===== src/rtl/fb_wb_arbiter.sv =====
// Writeback arbiter for the register file's single write port.
// ALU results win the port and are written the cycle after they arrive.
// LSU results wait in a small FIFO and drain in cycles the ALU leaves free.
// An ALU write to rd R kills every queued live LSU entry for R, because the
// ALU result is always the younger value. Dead entries still hold their slot
// and pop without writing.
// The forwarding lookup returns the youngest live queued LSU value for fwd_rs.
module fb_wb_arbiter #(
    parameter int XLEN  = 32,
    parameter int DEPTH = 2
) (
    input  logic                     clk,
    input  logic                     reset,
    input  logic                     alu_valid,
    input  logic [4:0]               alu_rd,
    input  logic [XLEN-1:0]          alu_data,
    input  logic                     lsu_valid,
    output logic                     lsu_ready,
    input  logic [4:0]               lsu_rd,
    input  logic [XLEN-1:0]          lsu_data,
    output logic                     rf_we,
    output logic [4:0]               rf_waddr,
    output logic [XLEN-1:0]          rf_wdata,
    input  logic [4:0]               fwd_rs,
    output logic                     fwd_hit,
    output logic [XLEN-1:0]          fwd_data,
    output logic [$clog2(DEPTH):0]   pend_cnt
);

    localparam int AW = $clog2(DEPTH);
    localparam int CW = AW + 1;

    logic [4:0]      ent_rd   [DEPTH];
    logic [XLEN-1:0] ent_data [DEPTH];
    logic [DEPTH-1:0] ent_live;
    logic [AW-1:0]   head;
    logic [AW-1:0]   tail;
    logic [CW-1:0]   count;
    logic [AW-1:0]   fwd_idx;

    logic alu_req;
    logic pop;
    logic push;

    // An ALU write to x0 is treated as no request at all, so the FIFO may drain.
    assign alu_req   = alu_valid && (alu_rd != 5'd0);
    assign pop       = !alu_req && (count != '0);
    // Ready depends only on registered occupancy, so a pop cannot raise it in the same cycle.
    assign lsu_ready = reset && (count < CW'(DEPTH));
    // LSU results for x0 complete the handshake but are never enqueued.
    assign push      = lsu_valid && lsu_ready && (lsu_rd != 5'd0);
    assign pend_cnt  = count;

    // Register the selected write; on a dead pop or an idle cycle the address and data hold.
    always_ff @(posedge clk) begin
        if (!reset) begin
            rf_we    <= 1'b0;
            rf_waddr <= 5'd0;
            rf_wdata <= '0;
        end else if (alu_req) begin
            rf_we    <= 1'b1;
            rf_waddr <= alu_rd;
            rf_wdata <= alu_data;
        end else if (pop && ent_live[head]) begin
            rf_we    <= 1'b1;
            rf_waddr <= ent_rd[head];
            rf_wdata <= ent_data[head];
        end else begin
            rf_we    <= 1'b0;
        end
    end

    // Pointers, occupancy and liveness. The kill is applied before the push, so an
    // entry enqueued alongside an ALU write to the same rd stays live.
    always_ff @(posedge clk) begin
        if (!reset) begin
            head     <= '0;
            tail     <= '0;
            count    <= '0;
            ent_live <= '0;
        end else begin
            for (int i = 0; i < DEPTH; i++) begin
                if (alu_req && (ent_rd[i] == alu_rd)) begin
                    ent_live[i] <= 1'b0;
                end
            end
            if (pop) begin
                ent_live[head] <= 1'b0;
                head           <= head + 1'b1;
            end
            if (push) begin
                ent_live[tail] <= 1'b1;
                tail           <= tail + 1'b1;
            end
            case ({push, pop})
                2'b10:   count <= count + 1'b1;
                2'b01:   count <= count - 1'b1;
                default: count <= count;
            endcase
        end
    end

    // Payload storage. Entry contents only matter while the live bit is set.
    always_ff @(posedge clk) begin
        if (push) begin
            ent_rd[tail]   <= lsu_rd;
            ent_data[tail] <= lsu_data;
        end
    end

    // Scan from oldest to youngest; the last match wins, which gives the youngest live value.
    always_comb begin
        fwd_hit  = 1'b0;
        fwd_data = '0;
        fwd_idx  = '0;
        if (fwd_rs != 5'd0) begin
            for (int k = 0; k < DEPTH; k++) begin
                fwd_idx = head + AW'(k);
                if ((CW'(k) < count) && ent_live[fwd_idx] && (ent_rd[fwd_idx] == fwd_rs)) begin
                    fwd_hit  = 1'b1;
                    fwd_data = ent_data[fwd_idx];
                end
            end
        end
    end

endmodule


===== config.mk =====
export PLATFORM = sky130hd
export DESIGN_NAME = fb_wb_arbiter
export DESIGN_NICKNAME = d
export VERILOG_FILES = /design/src/rtl/fb_wb_arbiter.sv
export SDC_FILE = /design/constraint.sdc
export NUM_CORES = 1
export LEC_CHECK = 0
export BUFFER_PORTS_ARGS = -buffer_cell sky130_fd_sc_hd__buf_2
export CELL_PAD_IN_SITES_DETAIL_PLACEMENT = 2
export CELL_PAD_IN_SITES_GLOBAL_PLACEMENT = 2
export CORE_MARGIN = 4
export CORE_UTILIZATION = 37
export CTS_CLUSTER_SIZE = 25
export DETAILED_ROUTE_END_ITERATION = 10
export PLACE_DENSITY = 0.85
export SLEW_MARGIN = 10
export SYNTH_ARGS = -nofsm -noshare
export SYNTH_HDL_FRONTEND = slang
export SYNTH_SLANG_ARGS = --single-unit

===== constraint.sdc =====
create_clock -name clk -period 8 [get_ports clk]
set_input_delay 2 -clock clk [delete_from_list [all_inputs] [get_ports clk]]
set_output_delay 2 -clock clk [all_outputs]
set_load 0.01 [all_outputs]

==> results of run 1 <==
[worst min-delay path, cell delays in order, from the launching register on]
cell     delay [ns]
dfxtp_1        0.33
a31oi_1        0.16
nor2b_1        0.07
[power by group through the flow]
stage / Combinational, mW / Clock, mW / Sequential [mW]
after floorplan: 0.321 / 0 / 0.748
after global placement: 0.387 / 0 / 0.794
after detailed placement: 0.412 / 0 / 0.802
after CTS: 0.422 / 0.811 / 0.792
after global routing: 0.450 / 0.845 / 0.799
final: 0.418 / 0.799 / 0.791
[synth_stat cells, drive strengths merged]
master | count | area (um^2)
o311a | 1 | 10.0
o21ai | 34 | 170
dfxtp | 45 | 901
o211ai | 1 | 7.51
xor2 | 11 | 96.3
o21a | 9 | 67.6
and2 | 41 | 257
mux2i | 44 | 444
nor4 | 1 | 21.3
a211oi | 5 | 37.5
clkbuf | 29 | 109
mux2 | 64 | 721
a21boi | 2 | 15.0
nor2b | 2 | 12.5
buf | 21 | 145
o2111ai | 32 | 280
edfxtp | 74 | 2220
nand2 | 36 | 135
xnor2 | 11 | 96.3
nor3 | 4 | 25.0
or3 | 1 | 11.3
ha | 3 | 37.5
and4 | 1 | 8.76
nand3 | 32 | 160
nand4 | 3 | 18.8
or4 | 3 | 22.5
inv | 4 | 15.0
a21oi | 33 | 165
nor2 | 10 | 45.0
a31oi | 1 | 6.26
[flip-flops by register name, indices dropped and copies added (netlist names), named ones only]
name,cells
ent_data,64
pend_cnt,2
ent_live,2
ent_rd,10
head,1
tail,1
rf_we,1
rf_wdata,32
rf_waddr,5
[per-stage QoR]
stage	std cells	utilization	setup slack (ns)	power, mW
global route	929	0.470	1.93	2.09
finish	929	0.470	2.00	2.01
global placement	894	0.433	2.16	1.18
detailed placement	894	0.433	2.10	1.21
CTS	926	0.469	2.05	2.02
floorplan	558	-	2.85	1.07
[worst max-delay path by stage]
stage | startpoint | end | slack, ns | cells past startpoint
detailed placement | fwd_rs[1] | fwd_data[12] | 2.10 | 7
floorplan | fwd_rs[1] | fwd_data[0] | 2.85 | 4
global route | fwd_rs[1] | fwd_data[14] | 1.93 | 7
CTS | fwd_rs[1] | fwd_data[3] | 2.05 | 7
global placement | fwd_rs[1] | fwd_data[12] | 2.16 | 7
finish | fwd_rs[1] | fwd_data[5] | 2.00 | 7
[metal layers]
metal  GRT usage  up-vias  part of all wire
met5           0        -           0.00058
met3      0.0411       31             0.041
met4      0.0707        2             0.017
met1       0.261     2620              0.40
li1            -     2359                 -
met2       0.431      172              0.54
[cell type report]
| cell class | count | area, um^2 | area share |
|---|---|---|---|
| sequential | 119 | 3130 | 0.401 |
| multi-input combinational | 385 | 2900 | 0.373 |
| timing repair buffer | 166 | 856 | 0.110 |
| clock buffer | 20 | 457 | 0.0586 |
| tap | 220 | 275 | 0.0353 |
| clock inverter | 12 | 151 | 0.0194 |
| inverter | 4 | 15.0 | 0.00193 |
| antenna | 3 | 7.51 | 0.000964 |
[cells by family after synthesis]
family	after synthesis	synth area share
compound gates	118	0.121
fa+ha+maj	3	0.00599
xor+xnor	22	0.0308
buf+inv	54	0.0429
flops	119	0.499
simple gates	134	0.114
mux	108	0.186
[layout by cell type (no fill, tap or decap), types with 2 or more instances in the layout]
cell type	Yosys	routed
nor2_4	1	4
clkbuf_16	0	17
dfxtp_2	0	2
nand4_1	3	3
diode_2	0	3
bufinv_16	0	3
clkbuf_8	0	2
nand2_1	36	36
or4_1	3	3
xor2_1	11	11
clkinv_2	0	3
clkinvlp_4	0	5
o2111ai_1	32	32
dfxtp_1	45	43
a211oi_1	5	5
a21oi_1	33	33
mux2i_1	43	43
edfxtp_1	74	74
nor2_1	9	6
o21a_1	9	8
buf_2	11	156
o21ai_0	34	34
ha_1	3	3
buf_4	4	10
and2_1	41	41
nor2b_1	2	2
a21boi_1	2	2
inv_1	4	4
mux2_2	64	64
nor3_1	3	3
xnor2_1	11	11
nand3_1	32	32
==> impl_metrics.env, run 1 <==
export IMPL_grt_max_degree=47
export IMPL_max_cap_violations=0
export IMPL_hold_slack_ns=0.604
export IMPL_synth_area_um2=6260
export IMPL_dieArea_um2=19100
export IMPL_syn_area_per_cell_um2=11.2
export IMPL_place_detailed_hpwl_mm=14.3
export IMPL_slew_headroom=0.200
export IMPL_hold_path_depth=2
export IMPL_r2r_start="head$_SDFFE_PN0P_"
export IMPL_post_cts_buffers=0
export IMPL_start_kind="input pin"
export IMPL_cts_tree="built"
export IMPL_place_congestion=0.720
export IMPL_crit_buf_inv=3
export IMPL_power_switching_mw=0.600
export IMPL_tns_ns=0
export IMPL_clockBufferDepth=2
export IMPL_syn_nets=644
export IMPL_fp_dieH_um=138
export IMPL_cts_buffers=17
export IMPL_cpLargestDelayFamily="buffers and inverters"
export IMPL_fin_crit_ns=6.00
export IMPL_port_buffers=156
export IMPL_route_detailed_drc=0
export IMPL_cp_cell_sequence="buf_2, xnor2_1, nor4_4, buf_4, o2111ai_1, a21oi_1, buf_2"
export IMPL_cp_data_required_time_ns=6.00
export IMPL_critical_path_arrival_ns=4.00
export IMPL_placed_cell_area_um2=7170
export IMPL_critPathKind="input pin to primary output"
export IMPL_first_iter_violations=295
export IMPL_start_util=0.378
export IMPL_reg2reg_to="rf_wdata[7]$_SDFFE_PN0P_"
export IMPL_ys_ff_latch=119
export IMPL_critPathCaptureType="primary output"
export IMPL_maxSlewViolCount=0
export IMPL_clk_latency_ns=0.43
export IMPL_cpPeakStageDelay_ns=0.63
export IMPL_netlist_instances=558
export IMPL_slowest_stage="nor4_4"
export IMPL_synth_warnings=0
export IMPL_p_sw_frac=0.299
export IMPL_ys_types=36
export IMPL_worst_slew_pin_slew_ns=1.20
export IMPL_hold_viol_final=0
export IMPL_status="finished clean"
export IMPL_ys_seq_area_frac=0.499
export IMPL_antenna_found_initial=2
export IMPL_reg2reg_depth=6
export IMPL_rsz0062_at_grt="no"
export IMPL_hold_buffers=0
export IMPL_clockPowerShare=0.398
export IMPL_rrSetupSlack_ns=4.49
export IMPL_cts_sinks=119
export IMPL_overflow=0
export IMPL_power_leakage_nw=2.89
export IMPL_clock_skew_final_ns=0.0194
export IMPL_fmax_ghz=0.167
export IMPL_hp_start="ent_live[0]$_SDFF_PN0_"
export IMPL_coreArea_um2=16600
export IMPL_hp_class="flip-flop to flip-flop"
export IMPL_irDropWorstVdd_mv=0.160
export IMPL_via_per_inst=5.58
export IMPL_power_internal_mw=1.41
export IMPL_fillers=1727
export IMPL_vias=5184
export IMPL_die_w_um=138
export IMPL_drive_gt1_frac=0.385
export IMPL_cts_root_buffer="clkbuf_16"
export IMPL_finalSetupViolCount=0
export IMPL_fin_area_um2=7790
export IMPL_grt_pass1_wl_mm=34.2
export IMPL_grt_usage=0.228
export IMPL_area_growth_pct=24.4
export IMPL_cts_resized=0
export IMPL_power_density_nw_per_um2=258
export IMPL_antenna_left=0
export IMPL_min_period_over_period=0.750
export IMPL_cts_clk_slew_worst_paths_ns=0.05
export IMPL_finalWirelength_mm=22.4
export IMPL_combinationalPowerShare=0.208
export IMPL_cpMostUsedCell="buf_2"
export IMPL_hold_path_endpoint="ent_live[0]$_SDFF_PN0_"
export IMPL_fin_nets=779
export IMPL_wl_per_cell_um=24.1
export IMPL_drtPass1Iterations=4
export IMPL_grt_pass1_vias=5886
export IMPL_pwr_share_seq=0.394
export IMPL_io_pins=157
export IMPL_htree_levels=4
export IMPL_path_max_fanout=26
export IMPL_rows=47
No activity file was read; power rests on OpenSTA's default activity.
==> run 2, diff against run 1 <==
- ABC_AREA: not set -> 1
- CORE_UTILIZATION: 37 -> 27
- PLACE_DENSITY: 0.85 -> 0.75
- clock period: 8 -> 5.4 ns (I/O delays scaled with it)
==> run 2 against run 1 <==
Net effect: synthesized cell count increased by 45%; highest routed layer unchanged; register-to-register slack worse by 1.7 ns; cell count grew 37%; clock-buffer cell count is 1 lower; clock skew down 0.0079 ns.
==> impl_metrics.env, run 2 <==
export IMPL_grt_usage=0.186
export IMPL_async_flop_share=0
export IMPL_min_period_over_period=0.808
export IMPL_power_leakage_nw=3.58
export IMPL_clk_latency_ns=0.42
export IMPL_hold_viol_final=0
export IMPL_io_pins=157
export IMPL_critical_path_arrival_ns=3.01
export IMPL_port_buffers=156
export IMPL_rows=55
export IMPL_hold_buffers=0
export IMPL_slew_headroom=0.355
export IMPL_irDropWorstVdd_mv=0.181
export IMPL_max_cap_violations=0
export IMPL_cts_sinks=119
export IMPL_hp_class="flip-flop to flip-flop"
export IMPL_cts_root_buffer="clkbuf_16"
export IMPL_dieArea_um2=25800
export IMPL_cts_resized=0
export IMPL_route_detailed_drc=0
export IMPL_area_growth_pct=26.7
export IMPL_drive_gt1_frac=0.262
export IMPL_grt_pass1_wl_mm=37.5
export IMPL_critPathCaptureType="primary output"
export IMPL_critPathKind="flip-flop to primary output"
export IMPL_cpPeakStageDelay_ns=0.72
export IMPL_antenna_left=0
export IMPL_final_common_cell="nand2_1"
export IMPL_rrSetupSlack_ns=2.80
export IMPL_cts_tree="built"
export IMPL_cpMostUsedCell="nand2_1"
export IMPL_start_util=0.276
export IMPL_slowest_stage="dfxtp_2"
export IMPL_start_kind="flip-flop"
export IMPL_ys_types=27
export IMPL_reg_top3="ent_data: 64 flops, rf_wdata: 32 flops, ent_rd: 10 flops"
export IMPL_fp_dieH_um=161
export IMPL_crit_buf_inv=3
export IMPL_largest_reg_flops=64
export IMPL_netlist_instances=811
export IMPL_grt_max_degree=56
export IMPL_syn_area_per_cell_um2=7.76
export IMPL_synth_top_cell_area_share=0.353
export IMPL_wl_per_cell_um=18.6
export IMPL_clock_skew_final_ns=0.0114
export IMPL_cp_data_required_time_ns=4.05
export IMPL_synthFlopType="edfxtp_1"
export IMPL_status="finished clean"
export IMPL_fin_nets=1036
export IMPL_grt_pass1_vias=6757
export IMPL_final_cell_mix="nand2_1 (272), buf_2 (156), o21ai_0 (103), inv_1 (82), edfxtp_1 (74)"
export IMPL_coreArea_um2=22800
export IMPL_synth_area_um2=6290
export IMPL_power_density_nw_per_um2=409
export IMPL_first_iter_violations=243
export IMPL_cts_buffers=17
export IMPL_worst_slew_pin_slew_ns=0.966
export IMPL_synthTopCellsByArea="edfxtp_1 (35%), nand2_1 (16%), dfxtp_1 (14%)"
export IMPL_die_w_um=161
export IMPL_finalWirelength_mm=23.7
export IMPL_synth_warnings=0
export IMPL_regMostFlops="ent_data"
export IMPL_htree_levels=4
export IMPL_overflow=0
export IMPL_syn_nets=897
export IMPL_ys_ff_latch=119
export IMPL_synth_commonest_cells="nand2_1 (273), o21ai_0 (103), inv_1 (83)"
export IMPL_post_cts_buffers=0
export IMPL_synth_most_common_cell="nand2_1"
export IMPL_cts_clk_slew_worst_paths_ns=0.06
export IMPL_tns_ns=0
export IMPL_ys_seq_area_frac=0.496
export IMPL_vias=6085
export IMPL_place_congestion=0.808
export IMPL_cpLargestDelayFamily="simple AND/OR/NAND/NOR gates"
export IMPL_finalSetupViolCount=0
export IMPL_clockBufferDepth=2
export IMPL_fillers=2667
export IMPL_path_max_fanout=32
export IMPL_fmax_ghz=0.229
export IMPL_rsz0062_at_grt="no"
export IMPL_dp_cells=1244
export IMPL_place_detailed_hpwl_mm=16.3
export IMPL_synth_edf_count=74
export IMPL_fin_crit_ns=4.36
export IMPL_yosysTopAreaCell="edfxtp_1"
export IMPL_drtPass1Iterations=4
export IMPL_cp_cell_sequence="inv_1, nand2_1, nand2_1, nand2_1, nand2_1, nor2_1, nand3_1, nand2_1, nand2_2, buf_12, nor2_1, buf_2"
export IMPL_antenna_found_initial=2
export IMPL_via_per_inst=4.77
export IMPL_layout_cells_non_filler=1277
export IMPL_maxSlewViolCount=0
-- run 2: changes by cell type in the layout (fill, tap and decap cells not counted), sizes merged, moves of 29 or more --
cell,delta
a31oi,+34
mux2,-64
o2111ai,-32
mux2i,-44
inv,+92
nand2,+239
nand4,+29
and2,-41
o21ai,+69
nor2,+44
-- run 2: layout make-up --
type / count / area [um^2] / share of cell area
repair buffers: 169 / 891 / 0.112
clock inverters: 13 / 154 / 0.0193
clock buffers: 19 / 443 / 0.0556
multi-input cells: 546 / 2600 / 0.326
diodes: 1 / 2.50 / 0.000314
flip-flops and latches: 119 / 3130 / 0.392
well taps: 313 / 392 / 0.0492
inverters: 97 / 364 / 0.0457
-- run 2: path summary, 6_finish.rpt --
| kind | from | end | cells past startpoint |
|---|---|---|---|
| worst max-delay path | flip-flop | fwd_data[17] | 12 |
| worst min-delay path | rf_waddr[0]$_SDFFE_PN0P_ | rf_waddr[0]$_SDFFE_PN0P_ | 2 |
| worst max register to register | head$_SDFFE_PN0P_ | rf_waddr[4]$_SDFFE_PN0P_ | 9 |
| worst min register to register | rf_waddr[0]$_SDFFE_PN0P_ | rf_waddr[0]$_SDFFE_PN0P_ | 2 |
-- run 2: per-layer routing --
layer / wire [um] / global-route usage / vias up
li1: - / - / 2946
met1: 10300 / 0.226 / 3019
met2: 12300 / 0.339 / 100
met3: 776 / 0.0357 / 18
met4: 321 / 0.0465 / 2
met5: 13 / 0 / -
-- run 2: power by group --
part | internal, mW | total (mW) | switching [mW]
Combinational | 0.275 | 0.965 | 0.690
Sequential | 1.07 | 1.13 | 0.0667
Clock | 0.734 | 1.16 | 0.428
-- run 2: kinds of logic after synthesis --
logic type	count (synthesis)	share of synthesized area
AO/OA/AOI/OAI	149	0.127
XOR/XNOR	9	0.0125
adder cells (fa/ha/maj)	3	0.00597
buffers and inverters	146	0.0959
flip-flops	119	0.496
AND/OR/NAND/NOR	385	0.262
-- run 2: per-stage QoR --
step / util / hold WS [ns] / setup slack (ns) / total power [mW] / instance area, um^2
6_report: 0.350 / 0.469 / 1.04 / 3.26 / 7970
4_1_cts: 0.350 / 0.472 / 0.964 / 3.32 / 7970
2_1_floorplan: - / 0.445 / 1.55 / 1.77 / 6290
3_5_place_dp: 0.323 / 0.463 / 1.11 / 2.13 / 7370
5_1_grt: 0.350 / 0.496 / 0.733 / 3.49 / 7970
3_3_place_gp: 0.323 / 0.455 / 1.17 / 2.09 / 7370
-- run 2: worst register-to-register path, delay by kind of cell, from the launching register on --
family | cells | cell delay (ns)
compound gates | 1 | 0.11
buf+inv | 4 | 1.41
flops | 1 | 0.34
simple gates | 4 | 0.63
